$ cat src/rtl/hdc_assoc_search.sv
// Associative-memory search: buffers one query hypervector, walks every class
// frame by frame through the generator, and reports the nearest class by Hamming distance.
module hdc_assoc_search #(
    parameter int FRAME_W   = 64,
    parameter int N_FRAMES  = 3,
    parameter int N_CLASSES = 8,
    parameter int ID_W      = 3,
    parameter int IDX_W     = 2,
    parameter int DIST_W    = 8
) (
    input  logic               clk,
    input  logic               rst_n,
    input  logic               query_valid,
    output logic               query_ready,
    input  logic [FRAME_W-1:0] query_frame,
    output logic [ID_W-1:0]    class_frame_id,
    output logic [IDX_W-1:0]   class_frame_index,
    input  logic [FRAME_W-1:0] class_vec_in,
    output logic               busy,
    output logic               result_valid,
    input  logic               result_ready,
    output logic [ID_W-1:0]    result_class,
    output logic [DIST_W-1:0]  result_dist
);

    typedef enum logic [1:0] {LOAD, SEARCH, DONE} state_t;

    localparam logic [IDX_W-1:0] LAST_FRAME = IDX_W'(N_FRAMES - 1);
    localparam logic [ID_W-1:0]  LAST_CLASS = ID_W'(N_CLASSES - 1);

    state_t                           state_q, state_d;
    logic [N_FRAMES-1:0][FRAME_W-1:0] buf_q;
    logic                             buf_we;
    logic [IDX_W-1:0]                 load_cnt_q, load_cnt_d;
    logic [ID_W-1:0]                  cur_class_q, cur_class_d;
    logic [IDX_W-1:0]                 cur_frame_q, cur_frame_d;
    logic [DIST_W-1:0]                acc_q, acc_d;
    logic [DIST_W-1:0]                best_dist_q, best_dist_d;
    logic [ID_W-1:0]                  best_class_q, best_class_d;
    logic                             res_valid_q, res_valid_d;
    logic [ID_W-1:0]                  res_class_q, res_class_d;
    logic [DIST_W-1:0]                res_dist_q, res_dist_d;

    logic [FRAME_W-1:0] diff;
    logic [DIST_W-1:0]  pop, sum;
    logic               better;

    always_comb begin
        diff = buf_q[cur_frame_q] ^ class_vec_in;
        pop  = '0;
        for (int i = 0; i < FRAME_W; i++) pop = pop + DIST_W'(diff[i]);
        sum    = (cur_frame_q == '0) ? pop : acc_q + pop;
        better = sum < best_dist_q;
    end

    always_comb begin
        state_d      = state_q;
        buf_we       = 1'b0;
        load_cnt_d   = load_cnt_q;
        cur_class_d  = cur_class_q;
        cur_frame_d  = cur_frame_q;
        acc_d        = acc_q;
        best_dist_d  = best_dist_q;
        best_class_d = best_class_q;
        res_valid_d  = res_valid_q;
        res_class_d  = res_class_q;
        res_dist_d   = res_dist_q;
        case (state_q)
            LOAD: begin
                if (query_valid) begin
                    buf_we = 1'b1;
                    if (load_cnt_q == LAST_FRAME) begin
                        state_d      = SEARCH;
                        load_cnt_d   = '0;
                        cur_class_d  = '0;
                        cur_frame_d  = '0;
                        best_dist_d  = '1;
                        best_class_d = '0;
                    end else begin
                        load_cnt_d = load_cnt_q + 1'b1;
                    end
                end
            end
            SEARCH: begin
                acc_d = sum;
                if (cur_frame_q == LAST_FRAME) begin
                    if (better) begin
                        best_dist_d  = sum;
                        best_class_d = cur_class_q;
                    end
                    cur_frame_d = '0;
                    if (cur_class_q == LAST_CLASS) begin
                        // selects drop back to 0/0 as the search ends
                        state_d     = DONE;
                        cur_class_d = '0;
                        res_valid_d = 1'b1;
                        res_class_d = better ? cur_class_q : best_class_q;
                        res_dist_d  = better ? sum : best_dist_q;
                    end else begin
                        cur_class_d = cur_class_q + 1'b1;
                    end
                end else begin
                    cur_frame_d = cur_frame_q + 1'b1;
                end
            end
            DONE: begin
                if (result_ready) begin
                    res_valid_d = 1'b0;
                    state_d     = LOAD;
                end
            end
            default: state_d = LOAD;
        endcase
    end

    always_ff @(posedge clk or negedge rst_n) begin
        if (!rst_n) begin
            state_q      <= LOAD;
            load_cnt_q   <= '0;
            cur_class_q  <= '0;
            cur_frame_q  <= '0;
            acc_q        <= '0;
            best_dist_q  <= '1;
            best_class_q <= '0;
            res_valid_q  <= 1'b0;
            res_class_q  <= '0;
            res_dist_q   <= '0;
        end else begin
            state_q      <= state_d;
            load_cnt_q   <= load_cnt_d;
            cur_class_q  <= cur_class_d;
            cur_frame_q  <= cur_frame_d;
            acc_q        <= acc_d;
            best_dist_q  <= best_dist_d;
            best_class_q <= best_class_d;
            res_valid_q  <= res_valid_d;
            res_class_q  <= res_class_d;
            res_dist_q   <= res_dist_d;
        end
    end

    always_ff @(posedge clk or negedge rst_n) begin
        if (!rst_n) buf_q <= '0;
        else if (buf_we) buf_q[load_cnt_q] <= query_frame;
    end

    assign query_ready       = (state_q == LOAD);
    assign busy              = (state_q != LOAD);
    assign class_frame_id    = cur_class_q;
    assign class_frame_index = cur_frame_q;
    assign result_valid      = res_valid_q;
    assign result_class      = res_class_q;
    assign result_dist       = res_dist_q;

endmodule

$ cat config.mk
export PLATFORM = sky130hd
export DESIGN_NAME = hdc_assoc_search
export DESIGN_NICKNAME = d
export VERILOG_FILES = /design/src/rtl/hdc_assoc_search.sv
export SDC_FILE = /design/constraint.sdc
export NUM_CORES = 1
export LEC_CHECK = 0
export CORE_ASPECT_RATIO = 1.75
export CORE_MARGIN = 2
export CORE_UTILIZATION = 32
export CTS_CLUSTER_DIAMETER = 60
export CTS_CLUSTER_SIZE = 8
export DETAILED_ROUTE_END_ITERATION = 8
export PLACE_DENSITY = 0.54
export SLEW_MARGIN = 10
export SYNTH_ARGS = -nofsm -noshare
export SYNTH_HDL_FRONTEND = slang
export SYNTH_SLANG_ARGS = --single-unit
export TNS_END_PERCENT = 1
$ cat constraint.sdc
create_clock -name clk -period 13.83 [get_ports clk]
set_clock_uncertainty 0.15 [all_clocks]
set_input_delay 3.4575 -clock clk [delete_from_list [all_inputs] [get_ports clk]]
set_output_delay 3.4575 -clock clk [all_outputs]
set_load 0.1 [all_outputs]
After elaboration in Yosys (flattened, before gate mapping)
Cells that the tools add are included.
{"block": "word_totals", "reg_bits": 232, "input_bits": 132}
{"block": "classes", "addsub": 67, "magnitude_cmp": 4, "eq_ne": 10, "mux": 36, "bitwise": 1, "reduce_logical": 12}
{"op": "$add A8 B1 Y8", "n": 56}
{"op": "$bwmux W192", "n": 1}
{"op": "$bmux W64 S2", "n": 1}
{"op": "$demux W64 S2", "n": 1}
{"op": "$mux W64", "n": 2}
{"op": "$xor A64 B64 Y64", "n": 1}
{"op": "$mux W8", "n": 5}
{"op": "$mux W2", "n": 9}
{"op": "$mux W3", "n": 6}
{"op": "$pmux W8 S2", "n": 1}
{"op": "$pmux W3 S2", "n": 2}
{"op": "$add A7 B1 Y8", "n": 1}
{"op": "$add A8 B8 Y8", "n": 1}
{"op": "$lt A8 B8 Y1", "n": 1}
{"op": "$ne A2 B2 Y1 const B", "n": 4}
{"op": "$reduce_and A4 Y1", "n": 2}
{"op": "$add A6 B1 Y7", "n": 1}
{"op": "$add A5 B1 Y6", "n": 1}
{"op": "$eq A2 B2 Y1 const B", "n": 3}
{"op": "$lt A2 B3 Y1 const B", "n": 2}
{"op": "$pmux W2 S3", "n": 1}
{"op": "$reduce_and A3 Y1", "n": 2}
{"op": "$reduce_bool A2 Y1", "n": 3}
{"op": "$add A4 B1 Y5", "n": 1}
{"op": "other kinds (16)", "n": 22}

Longest topological paths before layout
Gate-level depths: netlist of the first run.
{"block": "logic_depth", "depth_word": 72, "depth_mapped": 40, "depth_no_buf": 36}

Least setup slack after synthesis of the first run
Ideal clock, no wire load.
{"block": "synth_timing", "path_type": "input to register", "from": "input class_vec_in[15]", "to": "register res_class_q[0] (netlist: result_class[0])", "arrival_ns": 11.236, "slack_ns": 2.320, "path_stages": 30, "path_buffers": 1, "cell_sequence": "xnor2_1 fa_1 inv_1 fa_1 inv_1 fa_1 fa_1 fa_1 fa_1 fa_1 inv_1 fa_1 inv_1 ha_1 a211oi_1 o21ai_0 a21oi_1 xnor2_1 ha_1 o2111ai_1 a311o_1 and3_1 inv_1 ha_1 a21oi_1 a21boi_0 a211oi_2 buf_6 mux2i_1 o21ai_1"}
{"block": "synth_via", "elab_chain_cells": 54}
{"element": "start: declaration", "line_no": "18", "text": "input logic [FRAME_W-1:0] class_vec_in,"}
{"element": "$xor A64 B64 Y64 (*)", "line_no": "49", "text": "diff = buf_q[cur_frame_q] ^ class_vec_in;"}
{"element": "$add A8 B1 Y8 (*) (49 in a row)", "line_no": "51", "text": "for (int i = 0; i < FRAME_W; i++) pop = pop + DIST_W'(diff[i]);"}
{"element": "$add A8 B8 Y8", "line_no": "52", "text": "sum = (cur_frame_q == '0) ? pop : acc_q + pop;"}
{"element": "$mux W8 (*)", "line_no": "52"}
{"element": "net sum[6]", "line_no": "45", "text": "logic [DIST_W-1:0] pop, sum;"}
{"element": "$lt A8 B8 Y1 (*)", "line_no": "53", "text": "better = sum < best_dist_q;"}
{"element": "$mux W3 (*)"}
{"element": "end signal: assignment", "line_no": "137", "text": "res_class_q <= res_class_d;"}
{"element": "end: declaration", "line_no": "41", "text": "logic [ID_W-1:0] res_class_q, res_class_d;"}
Mark *: on every way through the listed nets, which the timed path passes. The rest lies on a longest branch.
A chain may end at the register's enable or synchronous reset.

Worst setup path after layout of the first run
{"block": "layout_timing", "from": "input class_vec_in[49]", "to": "register best_dist_q[5]"}
{"block": "layout_via", "elab_chain_cells": 22}
{"element": "$xor A64 B64 Y64 (*)", "line_no": "49"}
{"element": "$add A8 B1 Y8 (*) (15 in a row)", "line_no": "51"}
{"element": "$add A8 B8 Y8", "line_no": "52"}
{"element": "$mux W8 (*)", "line_no": "52"}
{"element": "net sum[6]", "line_no": "45"}
{"element": "$lt A8 B8 Y1 (*)", "line_no": "53"}
{"element": "$mux W8 (*)", "line_no": "87", "text": "if (better) begin"}
{"element": "$mux W8 (*)", "line_no": "86", "text": "if (cur_frame_q == LAST_FRAME) begin"}
{"element": "$pmux W8 S2 (*)", "line_no": "68", "text": "case (state_q)"}
{"element": "end signal: assignment", "line_no": "134", "text": "best_dist_q <= best_dist_d;"}
{"element": "end: declaration", "line_no": "38", "text": "logic [DIST_W-1:0] best_dist_q, best_dist_d;"}
Mark *: on every way through the listed nets, which the timed path passes. The rest lies on a longest branch. The select of a mux whose other input is x is not followed.

==> qor.yml, run 1 <==
run_status:
  status: "completed"
cells_and_area:
  layout-area-overhead-vs-synth_pct: 22.3
  ff_latch_area_um2: 5820
  multi_input_area_um2: 6660
  nFillCells: 3913
  finalNonFillerCells: 1862
  fin_nets: 1573
  drive_above_1_share: 0.156
synthesis:
  synth_edf_count: 0
  ys_types: 65
  async_flop_share: 1.00
  synthTopCellsByArea: "dfrtp_1, mux2_2, fa_1, nand2_1, mux2i_1"
  yosysMostFrequentCell: "nand2_1"
  synth_top_cell_by_area: "dfrtp_1"
  syn_area_per_cell_um2: 10.7
  synth.top_cell.area_share: 0.431
  netlist_instances: 1211
  yosysWarnings: 0
  synth_seq_area_share: 0.447
  ys_ff_latch: 232
  synthesis.nets: 1430
  synthFlopType: "dfrtp_1"
  synthTopCellsByCount: "nand2_1, dfrtp_1, mux2_2, mux2i_1, xnor2_1"
  syn_area_um2: 13000
placed_design:
  gp_congestion: 0.814
  port_buffers: 150
  dp.cells: 1812
  place_hpwl_mm: 24.7
worst_setup_path:
  worstPathArrival_ps: 12490
  end_kind: "register"
  worstPathRequired_ps: 14120
  slowest_stage: "fa_1"
  critical_path_buf_inv_count: 7
  start_kind: "primary input"
  path_max_fanout: 22
  crit_top_cell: "fa_1"
  cpPeakStageDelay_ps: 590
  critical_path_class: "primary input to register"
  crit_family: "adder cells"
grt:
  grt_pass1_vias: 9982
  grt_max_degree: 91
  gr-total-overflow: 0
  grt_antenna_before_repair: 4
  grt_pass1_wl_mm: 56.8
  grt.total_usage: 0.175
clock_network:
  tritoncts: "built"
  cts.sinks: 232
  postCtsSetupBuffers: 0
  clk_pin_slew_ps: 50
  cts_hold_buf: 0
  cts.path.max_buffers: 3
  numCtsBuffers: 35
  clk_latency_ps: 510
  htreeDepth: 2
  ctsResizeCount: 0
  root_buffer: "clkbuf_16"
timing:
  fmaxAchievable_mhz: 81.9
  tns_ps: 0
  finalCriticalPeriod_ps: 12210
  rsz0062_at_grt: "false"
  layout_worst_path_cycle_share: 0.883
  setup_viol: 0
  hold_viol_final: 0
  holdWs_ps: 321
  maxSlewViolCount: 0
  slew-limit-headroom: 0.309
  worstMarginPinSlew_ps: 1040
drt:
  firstDrtPassIters: 5
  antenna_left: 0
  vias: 9120
  vias_per_cell: 4.90
  wire_per_inst_um: 19.1
  wl_met3_mm: 1.18
  route.met2.wl_mm: 19.6
  drc: 0
  highest_layer: "met4"
  wl_mm: 35.6
  drt-initial-drc-count: 379
  drt-met1-wl_mm: 13.3
floorplanning:
  start_util: 0.325
  core-area_um2: 40100
  die_y_um: 271
  die_w_um: 156
  ioPinCount: 151
  die-area_um2: 42400
  rows: 97
job:
  maxCapViolations: 0
min_path:
  holdCritPathClass: "register to register"
-- cell families (layout without fill, tap and decap cells) --
logic type | Yosys count | after routing | share of synthesized area
other cells | 0 | 4 | 0
fa+ha+maj | 87 | 87 | 0.115
buf+inv | 123 | 275 | 0.0435
flops | 232 | 232 | 0.447
simple gates | 355 | 355 | 0.113
mux | 201 | 201 | 0.167
compound gates | 144 | 144 | 0.0680
xor+xnor | 69 | 69 | 0.0464
-- through the flow --
stage / utilization / worst slack (ps) / cell area, µm²
6_report: 0.397 / 1620 / 15900
5_1_grt: 0.397 / 1130 / 15900
4_1_cts: 0.397 / 1550 / 15900
3_5_place_dp: 0.373 / 1040 / 15000
3_3_place_gp: 0.373 / 1160 / 15000
2_1_floorplan: - / 2320 / 13000
-- placed cells by master, fill, tap and decap left out, types with 2 or more instances in the layout --
cell and n:
o2111ai_1 2, o211ai_1 5, clkbuf_16 35, buf_4 15, nand3_1 7, xnor2_1 68
nor2b_1 4, nor2_1 48, o21ai_1 7, nor3b_2 2, a21o_1 5, inv_1 64
nor4b_1 2, nand2_1 259, ha_1 32, clkdlybuf4s50_1 149, nor3_1 6, o21ai_0 44
or3_1 5, dfstp_2 8, a31oi_1 2, o21a_1 2, dfrtp_1 222, nand2b_1 2
fa_1 55, a211oi_2 2, mux2_2 131, a21boi_0 2, o31ai_1 3, diode_2 4
and3_1 2, and2_1 2, clkbuf_1 8, mux2i_1 70, a211oi_1 2, a21oi_1 53
-- state kept, by name (all words and copies together) (netlist names), 3 cells and up --
register	flops
acc_q	8
result_dist	8
buf_q	192
best_class_q	3
result_class	3
best_dist_q	8
class_frame_id	3
-- worst reg2reg max path, delay by kind of cell, from the launching register on --
family                     cells  cell delay (ps)
DFF                            1              470
and+or+nand+nor                3              590
xor gates and xnor gates       2              230
buffers and inverters          9             1460
AOI/OAI and AO/OA             11             2510
adders and majority gates     11             5070
-- metal layers --
metal / vias to the layer above / global-route usage
li1: 4296 / -
met1: 4580 / 0.193
met2: 179 / 0.324
met3: 65 / 0.0231
met4: 0 / 0.0864
met5: - / 0
-- path summary, 6_finish.rpt --
kind	startpoint	to	slack, ps	cells after the start
max reg2reg	class_frame_index[1]	best_dist_q[5]	3270	36
min reg2reg	buf_q[149]	buf_q[149]	320	2
max in group asynchronous	rst_n	class_frame_index[1]	9210	2
min	buf_q[149]	buf_q[149]	320	2
max	class_vec_in[49]	best_dist_q[5]	1620	31
min in group asynchronous	rst_n	buf_q[115]	2810	1
-- area by class of cell --
class / count / share of cell area
multi-input combinational: 856 / 0.418
sequential: 232 / 0.366
timing repair buffer: 165 / 0.102
clock buffer: 43 / 0.0569
tap: 495 / 0.0389
inverter: 64 / 0.0151
clock inverter: 3 / 0.00275
antenna: 4 / 0.000629
Power of run 1 is not shown: default switching activity piles up to over one toggle a cycle in this logic, so the estimate is an artifact.
==> run 2: changes to the inputs <==
- SKIP_CTS_REPAIR_TIMING: unset -> 1
- TNS_END_PERCENT: 1 -> unset
==> results of run 2 <==
Final layout, timing and power as in run 1 (identical DEF).
Power of run 2 is left out for the same reason.
